### src/rtl/fetch_stage.sv
// Instruction-fetch stage: owns the program counter, drives the instruction-memory
// read port and captures the returned word into the IF/ID pipeline register.
// Branch redirects from EXE take priority over hazard freezes so a flush is never lost.
module fetch_stage #(
    parameter logic [31:0] RESET_PC  = 32'h0000_0000,
    parameter logic [31:0] NOP_INSTR = 32'hE000_0000,
    parameter int unsigned CNT_W     = 16
) (
    input  logic             clk,
    input  logic             rst,
    input  logic             freeze,
    input  logic             branch_taken,
    input  logic [31:0]      branch_addr,
    output logic [31:0]      mem_address,
    output logic             mem_read,
    input  logic [31:0]      mem_read_data,
    output logic [31:0]      if_pc,
    output logic [31:0]      if_instruction,
    output logic             if_valid,
    output logic [CNT_W-1:0] fetch_count
);

    // Reset PC is forced word-aligned so mem_address can never be misaligned.
    localparam logic [31:0] ResetPcAligned = {RESET_PC[31:2], 2'b00};

    logic [31:0]      pc_q, pc_d;
    logic [31:0]      if_pc_q, if_pc_d;
    logic [31:0]      if_instr_q, if_instr_d;
    logic             if_valid_q, if_valid_d;
    logic [CNT_W-1:0] cnt_q, cnt_d;

    logic [31:0]      pc_plus4;
    logic             cnt_sat;

    // Sequential PC increment wraps mod 2^32; the counter stops at all-ones.
    always_comb begin
        pc_plus4 = pc_q + 32'd4;
        cnt_sat  = &cnt_q;
    end

    // Next-state: redirect beats freeze, freeze beats normal fetch.
    always_comb begin
        pc_d       = pc_q;
        if_pc_d    = if_pc_q;
        if_instr_d = if_instr_q;
        if_valid_d = if_valid_q;
        cnt_d      = cnt_q;
        if (branch_taken) begin
            // Word fetched this cycle is discarded; IF/ID becomes a bubble.
            pc_d       = {branch_addr[31:2], 2'b00};
            if_pc_d    = 32'd0;
            if_instr_d = NOP_INSTR;
            if_valid_d = 1'b0;
        end else if (!freeze) begin
            pc_d       = pc_plus4;
            if_pc_d    = pc_plus4;
            if_instr_d = mem_read_data;
            if_valid_d = 1'b1;
            if (!cnt_sat) begin
                cnt_d = cnt_q + CNT_W'(1);
            end
        end
    end

    // State registers with asynchronous active-high reset.
    always_ff @(posedge clk or posedge rst) begin
        if (rst) begin
            pc_q       <= ResetPcAligned;
            if_pc_q    <= 32'd0;
            if_instr_q <= NOP_INSTR;
            if_valid_q <= 1'b0;
            cnt_q      <= '0;
        end else begin
            pc_q       <= pc_d;
            if_pc_q    <= if_pc_d;
            if_instr_q <= if_instr_d;
            if_valid_q <= if_valid_d;
            cnt_q      <= cnt_d;
        end
    end

    // Memory side is combinational from the PC; zero-latency read.
    always_comb begin
        mem_address    = pc_q;
        mem_read       = ~rst;
        if_pc          = if_pc_q;
        if_instruction = if_instr_q;
        if_valid       = if_valid_q;
        fetch_count    = cnt_q;
    end

endmodule

### config.mk
export PLATFORM = sky130hd
export DESIGN_NAME = fetch_stage
export DESIGN_NICKNAME = d
export VERILOG_FILES = /design/src/rtl/fetch_stage.sv
export SDC_FILE = /design/constraint.sdc
export NUM_CORES = 1
export LEC_CHECK = 0
export ABC_AREA = 1
export BUFFER_PORTS_ARGS = -buffer_cell sky130_fd_sc_hd__buf_2
export CAP_MARGIN = 30
export CORE_MARGIN = 2
export CORE_UTILIZATION = 55
export CTS_CLUSTER_DIAMETER = 200
export DETAILED_ROUTE_END_ITERATION = 8
export PLACE_DENSITY = 0.86
export SETUP_SLACK_MARGIN = 0.1
export SLEW_MARGIN = 20
export SYNTH_ARGS = -nofsm -noshare
export SYNTH_HDL_FRONTEND = slang
export SYNTH_SLANG_ARGS = --single-unit
export TNS_END_PERCENT = 1
### constraint.sdc
create_clock -name clk -period 8.6 [get_ports clk]
set_input_delay 0.43 -clock clk [delete_from_list [all_inputs] [get_ports clk]]
set_output_delay 0.43 -clock clk [all_outputs]
set_load 0.1 [all_outputs]
* Yosys cells after proc, flatten, opt, wreduce, memory -nomap -nowiden
Index checks and enable logic that the tools add are counted.
** Word-level totals
- Register bits after elaboration :: 113
- Latch bits :: 0
- RAM bits :: 0
- Memory bits (read-only) :: 0
- Input port bits :: 68
- Output and inout port bits :: 114
- Logic and storage cells :: 21
- Memories kept :: 0
** Cells by class
- Add/subtract/negate cells :: 2
- Multipliers :: 0
- Divide/modulo/power cells :: 0
- $lt $le $gt $ge :: 0
- Equality and inequality tests :: 1
- Shifts and indexed selects :: 0
- Muxes and demuxes :: 7
- Bitwise logic cells :: 4
- Reductions and logical operators :: 2
** Operators by type and width (count)
- $mux 32 :: 5
- $add 32x3->32 const B :: 1
- $add 16x1->16 const B :: 1
- $reduce_and 16->1 :: 1
- $not 1->1 :: 4
- $reduce_and 3->1 :: 1
- $mux 1 :: 2
- $ne 2x1->1 const B :: 1

* Longest topological paths before layout
- Word-level depth :: 3
- Depth in mapped cells :: 10
- Depth with buffers taken out :: 10

* Worst setup path after synthesis
Ideal clock, no wire load.
- Kind :: input -> output
- Start point :: input port rst
- End point :: output port mem_read
- Arrival :: 3255 ps
- Data required time :: 8170 ps
- Path slack :: 4915 ps
- Stages on the path :: 1
- Path buffers :: 0
- Path through :: inv_1
** On the way
- Cells in the longest elaborated chain, start to end :: 1
** RTL lines
- from (decl) :: RTL line 10 : input logic rst,
- $not 1->1 :: RTL line 85 : mem_read = ~rst;
- to (decl) :: RTL line 15 : output logic mem_read,
No other way between the ends.

* Worst setup path in the final report
- Start point :: input port branch_taken
- End point :: register cnt_q[15], in the netlist fetch_count[15]
** On the way
- Cells in the longest elaborated chain, start to end :: 2
** RTL lines
- from (decl) :: RTL line 12 : input logic branch_taken,
- $not 1->1 (no line)
- $reduce_and 3->1 (no line)
- to (signal assigned) :: RTL line 78 : cnt_q <= cnt_d;
- to (decl) :: RTL line 30 : logic [CNT_W-1:0] cnt_q, cnt_d;
No other way between the ends.
A chain may end at the register's enable or synchronous reset.

==> summary.md <==
| Metric | Value |
|---|---|
| Outcome | complete, no violations |
| Net switching component of the power | 0.649 mW |
| Synth cell count leaders | 260 x sky130_fd_sc_hd__nand2_1, 107 x sky130_fd_sc_hd__dfrtp_1, 56 x sky130_fd_sc_hd__inv_1 |
| Pin count of the biggest net entering global routing | 73 |
| Worst-margin pin slew | 0.751 ns |
| Worst Path Arrival | 2.61 ns |
| Die X | between 100 and 150 um |
| Multi-input combinational cell area | 2380 um^2 |
| Final hold viol count | 0 |
| Sum of overflow across all layers after global routing | 0 |
| Crit Reg-Reg Endpoint | fetch_count[9] |
| Syn Area/Cell | a little over 8 um^2 |
| Standard-cell rows | 36 |
| Number of resized instances in the post-cts repair step | 0 |
| TritonCTS buffer count | 9 |
| Growth of design area from synthesis to finish | 21.1% |
| Part of the cycle the worst path needs | 26.6% |
| Maxcap violations | 0 |
| Flip-flop cell with the highest count after synthesis | sky130_fd_sc_hd__dfrtp_1 |
| Cell types with the largest area share after synthesis | sky130_fd_sc_hd__dfrtp_1 49%, sky130_fd_sc_hd__nand2_1 18%, sky130_fd_sc_hd__a22o_1 5.1%, sky130_fd_sc_hd__nand3_1 4.5%, sky130_fd_sc_hd__inv_1 3.8% |
| Average wire per standard cell | 14.5 um |
| Slack of the worst reg-to-reg path | 6.92 ns |
| Global Route Usage Sum | 27.0% |
| Final critical delay including setup and external delays | 2.29 ns |
| Clock latency reported for the late side of the worst-skew pair | 0.38 ns |
| Leakage Power | 3.64 nW |
| Hold WS | 0.147 ns |
| Final HPWL from detailed placement | 10.2 mm |
| Fin nets | 915 |
| Clock tree root driver cell | sky130_fd_sc_hd__clkbuf_8 |
| Number of clock sinks | 110 |
| Port Buf Inserts | ~180 |
| Switching Share | 44.7% |
| TritonCTS clock tree | yes |
| Routability Congestion | 0.973 |
| Worst-case clock buffer depth | 2 |
| Worst vdd rail ir drop | 0.000270 V |
| Max incr delay on CP | approximately 0.7 ns |
| Area of the mapped netlist | 5510 um^2 |
| Areal power density over the cells | 218 nW/um^2 |
| Ratio of routed vias to standard cells | 5.20 |
| Total of flip-flops plus latches after synthesis | 110 |
| Reg2Reg Launch Point | fetch_count[0] |
| Largest fanout on the critical path | 33 |
| Global-route wire length before repair | ~24 mm |
| Number of top-level pins | 182 |
| Number of antenna violations at the first check in global routing | 0 |
| Share of Yosys cell area claimed by the top area cell type | 48.6% |
| Asr flop ratio synth | 100% |
| Area taken by flip-flops and latches | 2760 um^2 |
| TNS Setup | 0 ns |
| Kind of launch point of the worst setup path | input port |
| Gate count after technology mapping | 677 |
| Number of synthesized flops with an enable pin | 0 |
| Critical Path End Type | flop |
| Critical Setup Path Class | input port to flop |
| Total routed wirelength | 14.3 mm |
| Finish-stage setup viols | 0 |
| Antenna diodes | 0 |
| Core Region | 9730 um^2 |
| CTS HTree Levels | 3 |
| Most frequent cell after synthesis | sky130_fd_sc_hd__nand2_1 |
| Register clock-pin slew on the reported worst setup and hold paths | 0.10 ns |
| Register share of total power | 41.8% |
| Number of fill cells in the layout | about 800 |
| Die Ht | between 100 and 150 um |
| Warnings from Yosys | 0 |
| Worst clock skew | 0.00721 ns |
| Kind of cell with the highest combined delay on the critical path | simple AND/OR/NAND/NOR gates |
| DR pass1 iterations | 6 |
| Reg2Reg Depth | 7 |
| Via count of the first global-routing pass | 4947 |
| DRC viols | 0 |
| Slew Limit Headroom | 49.9% |
| Die area | between 10000 and 15000 um^2 |
| Required time at the worst-slack endpoint | 8.92 ns |
| Post-route ant nets | 0 |
| Cells along the critical path | buf_2, nor2_4, buf_4, inv_2, nor2_4, nand2_1, nand2_1 |
| Final core area utilization | between 60 and 70% |
| Clock power share | 24.2% |
| Internal power summed over all cells | 0.804 mW |
| RSZ-0062 raised after global routing | false |
| Crit path buffers/inverters | 3 |
| Routed via count | roughly 5.1k |
| Classification of the worst-slack hold path | input port to async pin |
| Count of unique library cells instantiated by Yosys | 34 |
| Sequential area share after synthesis | about 50% |
| CP max stage cell | sky130_fd_sc_hd__nor2_4 |
| Hold bufs inserted after CTS | 0 |
| Number of max-slew violations in the final report | 0 |
| Violation count after the first detailed-routing iteration | 306 |
| Combinational group share of total power | 34.0% |
| Share of cells above drive strength 1 | approximately 28% |
| Post-synthesis cell type with the largest combined area | sky130_fd_sc_hd__dfrtp_1 |
| Max Clk Rate | about 440 MHz |
| Starting Density | 56.6% |
| Post-CTS setup repair buffer count | 0 |
==> state kept, by name, indices dropped and copies added, names as in the netlist <==
name / cells
fetch_count: 16
if_instruction: 32
if_pc: 31
if_valid: 1
mem_address: 30
==> layout make-up <==
class                           count  share of cell area, %
Sequential cell                   110                   41.3
Multi-Input combinational cell    483                   35.7
Timing Repair Buffer              180                   13.6
Inverter                           61                   3.47
Tap cell                          133                   2.50
Clock buffer                       10                   1.91
Clock inverter                      6                   1.41
==> placed cells by master (no fill, tap or decap), types with 9 or more instances in the layout <==
| cell type | instances |
|---|---|
| sky130_fd_sc_hd__nand2_1 | 260 |
| sky130_fd_sc_hd__inv_1 | 55 |
| sky130_fd_sc_hd__o21ai_0 | 17 |
| sky130_fd_sc_hd__buf_2 | 177 |
| sky130_fd_sc_hd__dfrtp_1 | 107 |
| sky130_fd_sc_hd__a22o_1 | 32 |
| sky130_fd_sc_hd__clkbuf_8 | 9 |
| sky130_fd_sc_hd__nor2_1 | 48 |
| sky130_fd_sc_hd__nand3_1 | 49 |
| sky130_fd_sc_hd__nor2_4 | 10 |
==> how the worst max path moves through the flow <==
stage	start	to	slack (ns)	depth (start not counted)
CTS	branch_taken	fetch_count[15]	6.32	7
global placement	branch_taken	fetch_count[7]	5.97	7
detailed placement	branch_taken	fetch_count[15]	5.91	7
global route	branch_taken	fetch_count[14]	6.07	7
floorplan	rst	fetch_count[0]	4.49	1
finish	branch_taken	fetch_count[15]	6.31	7
==> cells by family after synthesis <==
logic type	count (synthesis)	share of synthesized area, %
AO/OA/AOI/OAI	71	9.41
XOR/XNOR	11	1.75
adder cells (fa/ha/maj)	2	0.454
buffers and inverters	85	6.70
flip-flops	110	50.1
other	1	0.0681
AND/OR/NAND/NOR	397	31.5
==> through the flow <==
stage,cells,area (um^2),worst slack [ns],power [mW]
finish,983,6670,6.31,1.45
global route,983,6670,6.07,1.50
CTS,983,6670,6.32,1.46
detailed placement,967,6450,5.91,1.11
global placement,967,6450,5.97,1.10
floorplan,678,5510,4.49,1.02
==> power by group through the flow <==
stage / registers (mW) / logic [mW] / clock network, mW
2_1_floorplan: 0.911 / 0.106 / 0
3_3_place_gp: 0.612 / 0.489 / 0
3_5_place_dp: 0.615 / 0.496 / 0
4_1_cts: 0.606 / 0.496 / 0.356
5_1_grt: 0.614 / 0.517 / 0.371
6_report: 0.607 / 0.494 / 0.352
==> layer usage <==
| metal | vias up | global-route usage (%) | share of wire (%) |
|---|---|---|---|
| li1 | 2487 | - | - |
| met1 | 2384 | 35.3 | 43 |
| met2 | 220 | 44.8 | 48 |
| met3 | 25 | 4.76 | 6.8 |
| met4 | 0 | 10.4 | 2.1 |
| met5 | - | 0 | 0 |
==> worst reg2reg max path: cells and delay by family (launching register included) <==
family / cells / cell delay [ns]
AND/OR/NAND/NOR: 4 / 0.45
flip-flops: 1 / 0.43
AO/OA/AOI/OAI: 1 / 0.35
adder cells (fa/ha/maj): 1 / 0.28
buffers and inverters: 1 / 0.11
Power figures use the tool's default switching activity.
